<file path="config.mk">
export PLATFORM = sky130hd
export DESIGN_NAME = pipe_stage_elastic
export DESIGN_NICKNAME = d
export VERILOG_FILES = /design/src/rtl/pipe_stage_elastic.sv
export SDC_FILE = /design/constraint.sdc
export NUM_CORES = 1
export LEC_CHECK = 0
export ABC_CLOCK_PERIOD_IN_PS = 26800
export CAP_MARGIN = 20
export CORE_AREA = 5 5 212 214
export DETAILED_ROUTE_END_ITERATION = 7
export DIE_AREA = 0 0 217 219
export PLACE_DENSITY_LB_ADDON = 0.15
export SYNTH_ARGS = -nofsm -noshare
export SYNTH_HDL_FRONTEND = slang
export SYNTH_SLANG_ARGS = --single-unit
</file>
<file path="constraint.sdc">
create_clock -name clk_i -period 26.8 [get_ports clk_i]
set_input_delay 2.68 -clock clk_i [delete_from_list [all_inputs] [get_ports clk_i]]
set_output_delay 2.68 -clock clk_i [all_outputs]
set_load 0.1 [all_outputs]
</file>
<file path="src/rtl/pipe_stage_elastic.sv">
// Elastic pipeline-stage register with a two-entry skid buffer for the 5-stage core.
// Control bundle is zeroed on every bubble; freeze and flush are handled in-stage.
module pipe_stage_elastic #(
    parameter int CTRL_W         = 8,
    parameter int DATA_W         = 128,
    parameter int FLUSH_CLR_DATA = 0
) (
    input  logic              clk_i,
    input  logic              rst_i,
    input  logic              stall_i,
    input  logic              flush_i,
    input  logic              in_valid_i,
    output logic              in_ready_o,
    input  logic [CTRL_W-1:0] ctrl_i,
    input  logic [DATA_W-1:0] data_i,
    output logic              out_valid_o,
    input  logic              out_ready_i,
    output logic [CTRL_W-1:0] ctrl_o,
    output logic [DATA_W-1:0] data_o,
    output logic [1:0]        occ_o
);

    // State encoding doubles as the occupancy count.
    typedef enum logic [1:0] {
        EMPTY = 2'd0,
        FULL  = 2'd1,
        SKID  = 2'd2
    } state_e;

    state_e            state_q, state_d;
    logic [CTRL_W-1:0] ctrl_q, ctrl_d;
    logic [DATA_W-1:0] data_q, data_d;
    logic [CTRL_W-1:0] skid_ctrl_q, skid_ctrl_d;
    logic [DATA_W-1:0] skid_data_q, skid_data_d;
    logic              in_fire, out_fire;

    assign in_ready_o  = (state_q != SKID) & ~stall_i & ~flush_i;
    assign out_valid_o = (state_q != EMPTY);
    assign in_fire     = in_valid_i & in_ready_o;
    assign out_fire    = out_valid_o & out_ready_i & ~stall_i;
    assign ctrl_o      = ctrl_q;
    assign data_o      = data_q;
    assign occ_o       = state_q;

    always_comb begin
        state_d     = state_q;
        ctrl_d      = ctrl_q;
        data_d      = data_q;
        skid_ctrl_d = skid_ctrl_q;
        skid_data_d = skid_data_q;
        if (flush_i) begin
            state_d     = EMPTY;
            ctrl_d      = '0;
            skid_ctrl_d = '0;
            if (FLUSH_CLR_DATA != 0) begin
                data_d      = '0;
                skid_data_d = '0;
            end
        end else if (!stall_i) begin
            unique case (state_q)
                EMPTY: begin
                    if (in_fire) begin
                        state_d = FULL;
                        ctrl_d  = ctrl_i;
                        data_d  = data_i;
                    end
                end
                FULL: begin
                    if (in_fire && out_fire) begin
                        ctrl_d = ctrl_i;
                        data_d = data_i;
                    end else if (out_fire) begin
                        // Data is left in place; only control must read as a bubble.
                        state_d = EMPTY;
                        ctrl_d  = '0;
                    end else if (in_fire) begin
                        state_d     = SKID;
                        skid_ctrl_d = ctrl_i;
                        skid_data_d = data_i;
                    end
                end
                SKID: begin
                    if (out_fire) begin
                        state_d     = FULL;
                        ctrl_d      = skid_ctrl_q;
                        data_d      = skid_data_q;
                        skid_ctrl_d = '0;
                    end
                end
                default: begin
                    state_d = EMPTY;
                    ctrl_d  = '0;
                end
            endcase
        end
    end

    always_ff @(posedge clk_i or posedge rst_i) begin
        if (rst_i) begin
            state_q     <= EMPTY;
            ctrl_q      <= '0;
            data_q      <= '0;
            skid_ctrl_q <= '0;
            skid_data_q <= '0;
        end else begin
            state_q     <= state_d;
            ctrl_q      <= ctrl_d;
            data_q      <= data_d;
            skid_ctrl_q <= skid_ctrl_d;
            skid_data_q <= skid_data_d;
        end
    end

endmodule

</file>
* After elaboration in Yosys (flattened, before gate mapping)
Cells that the tools add are included.
** Cells by class
- Add/subtract/negate cells :: 0
- Multipliers :: 0
- Div/mod/pow operators :: 0
- Order comparisons :: 0
- Eq/ne operators :: 14
- Shifts and indexed selects :: 0
- Mux-type cells :: 24
- Bitwise logic cells :: 9
- Reductions and logical operators :: 10
** Operator list (number)
- two-way mux 128 bit :: 3
- one-hot mux 128 bit (3 select lines) :: 1
- two-way mux 8 bit :: 10
- one-hot mux 8 bit (3 select lines) :: 1
- AND reduction 6 bit :: 3
- one-hot mux 8 bit (2 select lines) :: 1
- != test 3 bit (second input constant) :: 5
- two-way mux 2 bit :: 7
- != test 2 bit (second input constant) :: 4
- != test 4 bit (second input constant) :: 2
- one-hot mux 2 bit (3 select lines) :: 1
- nonzero test 3 bit :: 2
- AND 1 bit :: 5
- AND reduction 5 bit :: 1
- NOT 1 bit :: 4
- AND reduction 4 bit :: 1
- == test 2 x 1 -> 1 bit (second input constant) :: 1
- == test 2 bit (second input constant) :: 1
- logical NOT 2 bit :: 1
- != test 2 x 1 -> 1 bit (second input constant) :: 1
- nonzero test 2 bit :: 1
- logical AND 1 bit :: 1
** Storage, ports and cells
- Register bits after elaboration :: 274
- Bits in latches :: 0
- Memory bits (writable) :: 0
- ROM bits :: 0
- Output and inout port bits :: 140
- Logic and storage cells :: 62
- Memories :: 0

* Logic depth before layout (Yosys ltp)
Gate-level depths: netlist of run 1.
- Depth in word-level cells :: 10
- Mapped depth :: 7
- Mapped depth without buffers :: 3

* Worst setup path after synthesis of run 1
OpenSTA, ideal clock, no wires.
- Path type :: input-to-output
- Start point :: input flush_i
- End point :: output in_ready_o
- Arrival time :: 5.167 ns
- Data required time :: 24.120 ns
- Path slack :: 18.953 ns
- Cell stages on the path :: 3
- Path through :: clkbuf_1 -> clkbuf_1 -> nor3_1
** On the way
- Word-level cells in the longest chain between the ends :: 2
** Ends and longest elaborated chain
- start, declared :: RTL line 11 : input logic flush_i,
- NOT 1 bit (no source line)
- AND 1 bit :: RTL line 37 : assign in_ready_o = (state_q != SKID) & ~stall_i & ~flush_i;
- end, declared :: RTL line 13 : output logic in_ready_o,
Every way passes these cells.

* Worst setup path after layout of run 1
Same ends and word-level chain as after synthesis.

==> results of run 1 <==
-- kinds of logic (layout without fill, tap and decap cells) --
kind of cell | after synthesis | in the layout
buffers and inverters | 60 | 358
other | 0 | 2
and+or+nand+nor | 20 | 20
DFF | 274 | 274
muxes | 401 | 401
xor gates and xnor gates | 1 | 1
AOI/OAI and AO/OA | 25 | 25
-- sequential cells by signal (all words and copies together) (netlist names) --
register and count:
ctrl_o 8, data_o 128, occ_o 2, skid_ctrl_q 8, skid_data_q 128
-- cell usage in the layout, fill, tap and decap left out, types with 6 or more instances in the layout --
cell,count
sky130_fd_sc_hd__inv_1,9
sky130_fd_sc_hd__mux2_4,128
sky130_fd_sc_hd__dfrtp_1,274
sky130_fd_sc_hd__o32ai_1,8
sky130_fd_sc_hd__mux2_1,144
sky130_fd_sc_hd__a32oi_1,8
sky130_fd_sc_hd__clkdlybuf4s50_1,281
sky130_fd_sc_hd__buf_4,6
sky130_fd_sc_hd__nor3b_1,8
sky130_fd_sc_hd__mux2_2,129
sky130_fd_sc_hd__clkbuf_16,37
sky130_fd_sc_hd__clkbuf_8,11
-- worst max-delay path, cell delays in order --
cell and delay, ps:
sky130_fd_sc_hd__clkdlybuf4s50_1 870, sky130_fd_sc_hd__nor3_1 340, sky130_fd_sc_hd__clkdlybuf4s50_1 1180
-- metal layers --
| metal | vias to the layer above | track usage |
|---|---|---|
| met3 | 40 | 0.0479 |
| met2 | 186 | 0.201 |
| met1 | 3756 | 0.172 |
| met4 | 6 | 0.0409 |
| li1 | 3400 | - |
| met5 | - | 0 |
-- layout make-up --
type,instances,share of cell area
antenna,2,0.000294
clock buffer,52,0.0641
clock inverter,7,0.00499
inverter,11,0.00286
multi-input combinational,447,0.317
sequential,274,0.402
tap,546,0.0401
timing repair buffer,288,0.169
-- worst min path at each step --
stage | from | slack (ps) | cells after the start | endpoint
2_1_floorplan | skid_data_q[0] | 460 | 1 | skid_data_q[0]
3_3_place_gp | skid_data_q[125] | 470 | 1 | skid_data_q[125]
3_5_place_dp | skid_data_q[55] | 480 | 1 | skid_data_q[55]
4_1_cts | skid_data_q[125] | 490 | 1 | skid_data_q[125]
5_1_grt | skid_data_q[94] | 500 | 1 | skid_data_q[94]
6_report | skid_data_q[122] | 480 | 1 | skid_data_q[122]
-- report_power, final --
group	switching [mW]	internal [mW]	leakage, nW
logic	0.433	0.189	3.45
clock network	0.182	0.299	0.588
registers	0.0446	0.499	3.42
==> PnR_summary.wiki, run 1 <==
{| class="wikitable"
! Metric !! Value
|-
| Dominant combinational cell family by area after synthesis || multiplexers
|-
| DRC marker count from the first detailed-route iteration || 184
|-
| Dominant cells by area after synthesis || sky130_fd_sc_hd__dfrtp_1 (54%), sky130_fd_sc_hd__mux2_4 (15%), sky130_fd_sc_hd__mux2_1 (13%)
|-
| Vias || 7388
|-
| Critical path class || in2out
|-
| Area grow syn2layout || 35.1%
|-
| Proportion of synthesized area in mux cells || 0.396
|-
| Post-Synth XOR/XNOR Area || 0.000694
|-
| Syn_area_per_cell || 16.2 µm²
|-
| Num ports || 282
|-
| Weighted congestion at the end of routability-driven global placement || 0.721
|-
| Worst path arrival time || 5080 ps
|-
| Normalized max-slew margin || 0.275
|-
| Seq/Total Area, Yosys || 0.544
|-
| Setup slack after layout || 19040 ps
|-
| Core outline area || 0.0427 mm²
|-
| Clock Tree Root || sky130_fd_sc_hd__clkbuf_16
|-
| Largest driver fanout on the critical path || 23
|-
| Routed wire length on met2 || 14000 µm
|-
| Pre-CTS WS || 19040 ps
|-
| Netlist cell types || 34
|-
| Leakage || 7.46 nW
|-
| Predominant post-synthesis flop cell || sky130_fd_sc_hd__dfrtp_1
|-
| Number of warnings reported in the yosys synthesis log || 0
|-
| Placed cell areas || 0.0159 mm²
|-
| Final Hold Viols || 0
|-
| Final core area utilization || 0.399
|-
| Met1 WL || 14200 µm
|-
| Clock buffer depth || 3
|-
| Final-layout setup total negative slack || 0 ps
|-
| Post-CTS Hold Buffers || 0
|-
| Fraction of final layout cells sized beyond drive strength 1 || 0.305
|-
| Total setup buffers inserted after CTS || 0
|-
| Flip-flop and latch count after synthesis || 274
|-
| Syn nets || 923
|-
| Number of setup violations in the final report || 0
|-
| Synthesized instance count || 781
|-
| Post-DRT Antenna Nets || 0
|-
| Total grt overflow || 0
|-
| Aggregate routed wire length || 31400 µm
|-
| Clock tree skew after final layout || 21.0 ps
|-
| Count leader, synth || sky130_fd_sc_hd__dfrtp_1
|-
| Number of antenna violations at the first check in global routing || 5
|-
| Cell count after placement || 1566
|-
| Capturing element of the worst setup path || in_ready_o
|-
| Netlist area before placement || 0.0126 mm²
|-
| Number of sinks handled by clock tree synthesis || 274
|-
| Number of clock buffers inserted by TritonCTS || 35
|-
| Number of synthesized flops with an enable pin || 0
|-
| Maximum operating frequency || 0.129 GHz
|-
| Worst reg2reg path depth || 4
|-
| Hold/Removal Path Class || reg2reg
|-
| Clock tree from TritonCTS || yes
|-
| Initial standard-cell utilization of the core || 0.295
|-
| Final worst-path cycle share || 0.289
|-
| Asr flop ratio synth || 1.00
|-
| Remaining routing DRC violations || 0
|-
| Power Dens Cells || 96.7 mW/mm²
|-
| Register area || 0.00686 mm²
|-
| Clock latency reported for the late side of the worst-skew pair || 530 ps
|-
| Leading cell types by count after synthesis || sky130_fd_sc_hd__dfrtp_1 (274), sky130_fd_sc_hd__mux2_1 (144), sky130_fd_sc_hd__mux2_2 (129), sky130_fd_sc_hd__mux2_4 (128), sky130_fd_sc_hd__buf_2 (26)
|-
| Time the worst path needs with I/O delays and setup || 7760 ps
|-
| Compound-cell area share of the yosys netlist || 0.0181
|-
| Kind of start point of the critical path || input pin
|-
| Measured slew at the worst slew-check pin || 1080 ps
|-
| Slew Limit Fails || 0
|-
| Area occupied by multi-input gates || 0.00540 mm²
|-
| Post-synthesis share of cell area spent on full adders, half adders and majority gates || 0
|-
| CTS H-tree depth || 2
|-
| Via count of the first global-routing pass || 8105
|-
| Largest net degree at the start of global routing || 152
|-
| Library cell with the largest summed area after synthesis || sky130_fd_sc_hd__dfrtp_1
|-
| Worst supply voltage drop on vdd || 44.0 µV
|-
| Die H || 219 µm
|-
| Layout Nets || 1199
|-
| Unrepaired setup endpoints after global routing || false
|-
| Buffers added on ports || 281
|-
| Number of standard cells in the layout, taps in and fillers out || 1627
|-
| Detailed route wirelength on metal3 || 2440 µm
|-
| Global-route wire length before repair || 49000 µm
|-
| Row cnt || 76
|-
| Average detailed-routed wire length per instance || 19.3 µm
|-
| Reg clk slew, reported paths || 60 ps
|-
| Result of the run || complete, no violations
|-
| Worst reg2reg endpoint || data_o[99]
|-
| Uppermost routed layer || met5
|-
| # fillers || 4006
|-
| Required time of the worst setup path || 24120 ps
|-
| Startpoint of the lowest-slack register-to-register path || occ_o[1]
|-
| Final instance area || 0.0170 mm²
|-
| Worst Setup SP || flush_i
|-
| Synth Area in Simple Gates || 0.0116
|-
| Via-per-instance ratio || 4.54
|-
| Area of the die || 0.0475 mm²
|-
| Setup slack on the worst flop-to-flop path || 23480 ps
|-
| Worst Setup End Kind || output pin
|-
| Total power draw || 1.65 mW
|-
| Die boundary width || 217 µm
|-
| Total global-route track usage || 0.131
|-
| Drt pass-1 iters || 4
|-
| HPWL after DPL || 19900 µm
|-
| Fraction of post-synthesis cell area in the top cell type by area || 0.544
|-
| Cts repair resizes || 0
|-
| Maxcap violations || 0
|-
| Post-route worst hold slack || 485 ps
|}
Note: power is estimated with default switching activity, not from simulation.
==> run 2, diff against run 1 <==
--- a/config.mk
+++ b/config.mk
@@ -5,7 +5,7 @@
 export SDC_FILE = /design/constraint.sdc
 export NUM_CORES = 1
 export LEC_CHECK = 0
-export ABC_CLOCK_PERIOD_IN_PS = 26800
+export ABC_CLOCK_PERIOD_IN_PS = 7100
 export CAP_MARGIN = 20
 export CORE_AREA = 5 5 212 214
 export DETAILED_ROUTE_END_ITERATION = 7
==> constraint.sdc (replaced) <==
create_clock -name clk_i -period 7.1 [get_ports clk_i]
set_input_delay 0.71 -clock clk_i [delete_from_list [all_inputs] [get_ports clk_i]]
set_output_delay 0.71 -clock clk_i [all_outputs]
set_load 0.1 [all_outputs]
==> run 2 against run 1 <==
Sequential share of layout area rose by 0.20 points. Global-route usage rose by 0.12 points. Clock power rose to 3.5 times the previous value. Non-clock buffer count rose by 2. Wire length rose by 1.2%. Utilization fell by 0.20 points. Worst hold slack barely moved. Critical path depth did not move. Clock skew fell by 1.5 ps.
==> PnR_summary.wiki, run 2 (synthesized netlist as in run 1, its figures left out) <==
{| class="wikitable"
! Metric !! Value
|-
| Leakage || 7.40 nW (was 7.46 nW)
|-
| Cells on Worst Hold Path || 1 (unchanged)
|-
| Average detailed-routed wire length per instance || 19.6 µm (was 19.3 µm)
|-
| Clock tree from TritonCTS || yes (unchanged)
|-
| Hold/Removal Path Class || reg2reg (unchanged)
|-
| Reg clk slew, reported paths || 60 ps (about the same)
|-
| Die H || 219 µm (unchanged)
|-
| Post-CTS Hold Buffers || 0 (unchanged)
|-
| Final-layout setup total negative slack || 0 ps (unchanged)
|-
| Via count of the first global-routing pass || 8128 (was 8105)
|-
| Largest net degree at the start of global routing || 159 (was 152)
|-
| HPWL after DPL || 20100 µm (was 19900 µm)
|-
| Drt pass-1 iters || 4 (unchanged)
|-
| Most common cell after layout, fill and taps aside || sky130_fd_sc_hd__clkdlybuf4s50_1 (unchanged)
|-
| Die boundary width || 217 µm (unchanged)
|-
| Clock Tree Root || sky130_fd_sc_hd__clkbuf_16 (unchanged)
|-
| Area grow syn2layout || 34.5% (was 35.1%)
|-
| Remaining routing DRC violations || 0 (unchanged)
|-
| Global-route wire length before repair || 49400 µm (was 49000 µm)
|-
| CTS H-tree depth || 2 (unchanged)
|-
| Worst path arrival time || 3160 ps (was 5080 ps)
|-
| Kind of start point of the critical path || input pin (unchanged)
|-
| Row cnt || 76 (unchanged)
|-
| # fillers || 3987 (was 4006)
|-
| Power Dens Cells || 360 mW/mm² (was 96.7 mW/mm²)
|-
| Antenna diode count || 0 (was 2)
|-
| Weighted congestion at the end of routability-driven global placement || 0.742 (was 0.721)
|-
| Normalized max-slew margin || 0.287 (was 0.275)
|-
| Maximum operating frequency || 0.258 GHz
|-
| Core outline area || 0.0427 mm² (unchanged)
|-
| Comb power frac || 0.385 (was 0.378)
|-
| Required time of the worst setup path || 6390 ps (was 24120 ps)
|-
| DRC marker count from the first detailed-route iteration || 338 (was 184)
|-
| Largest driver fanout on the critical path || 23 (unchanged)
|-
| Net switching share of the total power || 0.405 (was 0.401)
|-
| Slew Limit Fails || 0 (unchanged)
|-
| Total setup buffers inserted after CTS || 0 (unchanged)
|-
| Clock latency reported for the late side of the worst-skew pair || 530 ps (about the same)
|-
| Aggregate routed wire length || 31700 µm (was 31400 µm)
|-
| Highest-count cells in the layout ignoring fill and taps || sky130_fd_sc_hd__clkdlybuf4s50_1 (281), sky130_fd_sc_hd__dfrtp_1 (274), sky130_fd_sc_hd__mux2_1 (144) (unchanged)
|-
| Via-per-instance ratio || 4.56 (was 4.54)
|-
| Sequential share of power || 0.338 (was 0.330)
|-
| Critical path class || in2out (unchanged)
|-
| Worst supply voltage drop on vdd || 181 µV (was 44.0 µV)
|-
| Layout Nets || 1200 (was 1199)
|-
| Pre-CTS WS || 2960 ps (was 19040 ps)
|-
| Number of clock buffers inserted by TritonCTS || 34 (was 35)
|-
| Setup slack after layout || 3230 ps (was 19040 ps)
|-
| Relative contribution of the clock network to total power || 0.277 (was 0.292)
|-
| Buffers added on ports || 281 (unchanged)
|-
| Final Hold Viols || 0 (unchanged)
|-
| Number of antenna violations at the first check in global routing || 3 (was 5)
|-
| Number of sinks handled by clock tree synthesis || 274 (unchanged)
|-
| Post-DRT Antenna Nets || 0 (unchanged)
|-
| Unrepaired setup endpoints after global routing || false (unchanged)
|-
| Total global-route track usage || 0.132 (was 0.131)
|-
| Num ports || 282 (unchanged)
|-
| Area of the die || 0.0475 mm² (unchanged)
|-
| Maxcap violations || 0 (unchanged)
|-
| NetSw || 2.47 mW (was 0.660 mW)
|-
| Worst Setup End Kind || output pin (unchanged)
|-
| Result of the run || complete, no violations (unchanged)
|-
| Worst reg2reg path depth || 4 (unchanged)
|-
| Fraction of final layout cells sized beyond drive strength 1 || 0.298 (was 0.305)
|-
| Internal power consumption || 3.63 mW (was 0.988 mW)
|-
| Vias || 7404 (was 7388)
|-
| Initial standard-cell utilization of the core || 0.295 (unchanged)
|-
| Final worst-path cycle share || 0.546
|-
| Measured slew at the worst slew-check pin || 1070 ps (was 1080 ps)
|-
| Time the worst path needs with I/O delays and setup || 3870 ps
|-
| Clock tree skew after final layout || 19.5 ps (was 21.0 ps)
|-
| Number of setup violations in the final report || 0 (unchanged)
|-
| Cts repair resizes || 0 (unchanged)
|-
| Total grt overflow || 0 (unchanged)
|-
| Clock buffer depth || 3 (unchanged)
|}
==> run 2: cell types whose count changed in the layout (fill, tap and decap cells not counted), moves of 2 or more <==
cell and change:
sky130_fd_sc_hd__clkbuf_1 +6, sky130_fd_sc_hd__clkbuf_8 -6, sky130_fd_sc_hd__clkinv_2 -3, sky130_fd_sc_hd__diode_2 -2
==> run 2: layout make-up <==
type	count	area, µm²	share of cell area
well taps	546	683	0.0403
flip-flops and latches	274	6860	0.404
clock buffers	52	1030	0.0609
multi-input cells	447	5400	0.318
clock inverters	3	40.0	0.00236
inverters	11	45.0	0.00266
repair buffers	290	2910	0.171
==> run 2: power by group through the flow <==
stage | Combinational [mW] | Sequential, mW | Clock, mW
global route | 2.43 | 2.10 | 1.83
CTS | 2.38 | 2.06 | 1.77
global placement | 2.36 | 2.08 | 0
finish | 2.35 | 2.06 | 1.69
floorplan | 0.495 | 3.36 | 0
detailed placement | 2.37 | 2.08 | 0
==> run 2: critical path, cell delays in order <==
cell and delay (ps):
sky130_fd_sc_hd__clkdlybuf4s50_1 880, sky130_fd_sc_hd__nor3_1 390, sky130_fd_sc_hd__clkdlybuf4s50_1 1180
==> run 2: worst paths after layout <==
check / startpoint / endpoint / slack (ps)
min in group asynchronous: rst_i / data_o[100] / 790
max in group asynchronous: rst_i / data_o[58] / 4860
hold / removal: skid_data_q[116] / skid_data_q[116] / 480
setup / recovery: flush_i / in_ready_o / 3230
setup reg to reg: occ_o[1] / data_o[17] / 4110
hold reg to reg: skid_data_q[116] / skid_data_q[116] / 480
==> run 2: metrics by stage <==
step / cell area (µm²) / hold slack [ps] / utilization / instances / power (mW)
2_1_floorplan: 12600 / 459 / - / 781 / 3.85
3_3_place_gp: 15900 / 467 / 0.372 / 1568 / 4.44
3_5_place_dp: 15900 / 475 / 0.372 / 1568 / 4.46
4_1_cts: 17000 / 489 / 0.397 / 1623 / 6.22
5_1_grt: 17000 / 496 / 0.397 / 1623 / 6.36
6_report: 17000 / 484 / 0.397 / 1623 / 6.10
==> run 2: metal layers <==
| metal | global-route usage | share of wire |
|---|---|---|
| met1 | 0.179 | 0.46 |
| met5 | 0 | 0.0014 |
| met3 | 0.0395 | 0.058 |
| met2 | 0.205 | 0.46 |
| met4 | 0.0404 | 0.017 |
==> run 3, diff against run 2 <==
--- a/config.mk
+++ b/config.mk
@@ -5,7 +5,7 @@
 export SDC_FILE = /design/constraint.sdc
 export NUM_CORES = 1
 export LEC_CHECK = 0
-export ABC_CLOCK_PERIOD_IN_PS = 7100
+export ABC_CLOCK_PERIOD_IN_PS = 3500
 export CAP_MARGIN = 20
 export CORE_AREA = 5 5 212 214
 export DETAILED_ROUTE_END_ITERATION = 7
==> constraint.sdc (replaced) <==
create_clock -name clk_i -period 3.5 [get_ports clk_i]
set_input_delay 0.35 -clock clk_i [delete_from_list [all_inputs] [get_ports clk_i]]
set_output_delay 0.35 -clock clk_i [all_outputs]
set_load 0.1 [all_outputs]
==> run 3 against run 2 <==
Utilization up 0.42 points. Power increased by 100%. Non-clock buffer count increased by 8. Combinational power increased by 100%. Cell area is 1.1% higher. Largest cell class unchanged.
==> PnR_summary.wiki, run 3 (synthesized netlist as in run 1, its figures left out) <==
{| class="wikitable"
! Metric !! Value
|-
| Die H || 219 µm (unchanged)
|-
| Via-per-instance ratio || 4.48 (was 4.56)
|-
| Most common cell after layout, fill and taps aside || sky130_fd_sc_hd__clkdlybuf4s50_1 (unchanged)
|-
| Via count of the first global-routing pass || 7895 (was 8128)
|-
| Weighted congestion at the end of routability-driven global placement || 0.748 (was 0.742)
|-
| Register area || 0.00686 mm² (unchanged)
|-
| Clock tree from TritonCTS || yes (unchanged)
|-
| Remaining routing DRC violations || 0 (unchanged)
|-
| Area of the die || 0.0475 mm² (unchanged)
|-
| Initial standard-cell utilization of the core || 0.295 (unchanged)
|-
| Number of antenna violations at the first check in global routing || 2 (was 3)
|-
| Area occupied by multi-input gates || 0.00540 mm² (about the same)
|-
| Critical path class || reg2out (was in2out)
|-
| Layout Nets || 1209 (was 1200)
|-
| Row cnt || 76 (unchanged)
|-
| Measured slew at the worst slew-check pin || 1070 ps (about the same)
|-
| Number of sinks handled by clock tree synthesis || 274 (unchanged)
|-
| Die boundary width || 217 µm (unchanged)
|-
| Clock buffer depth || 3 (unchanged)
|-
| Clock tree skew after final layout || 13.0 ps (was 19.5 ps)
|-
| Number of standard cells in the layout, taps in and fillers out || 1635 (was 1623)
|-
| Cts repair resizes || 0 (unchanged)
|-
| Core outline area || 0.0427 mm² (unchanged)
|-
| HPWL after DPL || 20000 µm (was 20100 µm)
|-
| Reg clk slew, reported paths || 60 ps (about the same)
|-
| Fraction of final layout cells sized beyond drive strength 1 || 0.311 (was 0.298)
|-
| Leakage || 7.49 nW (was 7.40 nW)
|-
| Slew Limit Fails || 0 (unchanged)
|-
| Largest driver fanout on the critical path || 31 (was 23)
|-
| Area grow syn2layout || 35.9% (was 34.5%)
|-
| Worst Setup End Kind || output pin (unchanged)
|-
| Number of setup violations in the final report || 0 (unchanged)
|-
| Total setup buffers inserted after CTS || 0 (unchanged)
|-
| Buffers added on ports || 281 (unchanged)
|-
| Final instance area || 0.0171 mm² (was 0.0170 mm²)
|-
| Antenna diode count || 0 (unchanged)
|-
| Vias || 7331 (was 7404)
|-
| Total power draw || 12.4 mW (was 6.10 mW)
|-
| Highest-count cells in the layout ignoring fill and taps || sky130_fd_sc_hd__clkdlybuf4s50_1 (278), sky130_fd_sc_hd__dfrtp_1 (274), sky130_fd_sc_hd__mux2_1 (144) (was sky130_fd_sc_hd__clkdlybuf4s50_1 (281), sky130_fd_sc_hd__dfrtp_1 (274), sky130_fd_sc_hd__mux2_1 (144))
|-
| Post-route worst hold slack || 355 ps (was 484 ps)
|-
| Final-layout setup total negative slack || 0 ps (unchanged)
|-
| Largest net degree at the start of global routing || 168 (was 159)
|-
| Normalized max-slew margin || 0.288 (was 0.287)
|-
| Aggregate routed wire length || 31100 µm (was 31700 µm)
|-
| Kind of start point of the critical path || flop (was input pin)
|-
| DRC marker count from the first detailed-route iteration || 248 (was 338)
|-
| Result of the run || complete, no violations (unchanged)
|-
| Total global-route track usage || 0.130 (was 0.132)
|-
| Placed cell areas || 0.0161 mm² (was 0.0159 mm²)
|-
| Hold/Removal Path Class || in2async (was reg2reg)
|-
| Average detailed-routed wire length per instance || 19.0 µm (was 19.6 µm)
|-
| Maxcap violations || 0 (unchanged)
|-
| CTS H-tree depth || 2 (unchanged)
|-
| Maximum operating frequency || 0.355 GHz
|-
| Cell count after placement || 1576 (was 1568)
|-
| Clock Tree Root || sky130_fd_sc_hd__clkbuf_16 (unchanged)
|-
| Global-route wire length before repair || 48600 µm (was 49400 µm)
|-
| Final Hold Viols || 0 (unchanged)
|-
| Worst supply voltage drop on vdd || 397 µV (was 181 µV)
|-
| Total grt overflow || 0 (unchanged)
|-
| Post-CTS Hold Buffers || 0 (unchanged)
|-
| Time the worst path needs with I/O delays and setup || 2820 ps
|-
| Clock latency reported for the late side of the worst-skew pair || 530 ps (about the same)
|-
| Drt pass-1 iters || 4 (unchanged)
|-
| # fillers || 3952 (was 3987)
|-
| Num ports || 282 (unchanged)
|-
| Post-DRT Antenna Nets || 0 (unchanged)
|-
| Worst path arrival time || 2470 ps (was 3160 ps)
|-
| Number of clock buffers inserted by TritonCTS || 35 (was 34)
|-
| Power Dens Cells || 721 mW/mm² (was 360 mW/mm²)
|-
| Required time of the worst setup path || 3150 ps (was 6390 ps)
|-
| Final worst-path cycle share || 0.805
|-
| Unrepaired setup endpoints after global routing || false (unchanged)
|}
-- run 3: where the power goes --
| group | internal, mW | total, mW | switching (mW) |
|---|---|---|---|
| registers | 3.83 | 4.18 | 0.358 |
| clock network | 2.03 | 3.41 | 1.38 |
| logic | 1.46 | 4.77 | 3.31 |
-- run 3: worst max-delay path, cell delays in order, from the launching register on --
cell and delay [ps]:
sky130_fd_sc_hd__dfrtp_1 710, sky130_fd_sc_hd__and2b_4 670, sky130_fd_sc_hd__buf_4 270, sky130_fd_sc_hd__nor3_2 40
sky130_fd_sc_hd__buf_4 240
-- run 3: layout make-up --
| class | instances | share of cell area |
|---|---|---|
| Clock buffer | 52 | 0.0601 |
| Timing Repair Buffer | 298 | 0.179 |
| Sequential cell | 274 | 0.400 |
| Tap cell | 546 | 0.0399 |
| Inverter | 11 | 0.00263 |
| Clock inverter | 7 | 0.00299 |
| Multi-Input combinational cell | 447 | 0.315 |
-- run 3: through the flow --
stage,setup WS (ps),util
finish,681,0.401
global route,474,0.401
CTS,560,0.401
detailed placement,895,0.376
global placement,939,0.376
floorplan,-473,-
-- run 3: layer usage --
layer | vias up | share of wire | track usage
met2 | 186 | 0.44 | 0.194
met4 | 2 | 0.022 | 0.0411
li1 | 3419 | - | -
met1 | 3683 | 0.47 | 0.182
met5 | - | 0.00042 | 0
met3 | 41 | 0.059 | 0.0371
-- run 3: final timing paths --
path                            startpoint              end  slack (ps)  cells past startpoint
max                               occ_o[1]       in_ready_o         680                      4
min in group clk_i              data_i[56]  skid_data_q[56]         430                      2
max reg2reg                       occ_o[1]       data_o[97]        1000                      4
min                                  rst_i      data_o[100]         360                      3
max in group asynchronous            rst_i       data_o[24]        2230                      3
min reg2reg                skid_data_q[52]  skid_data_q[52]         480                      1
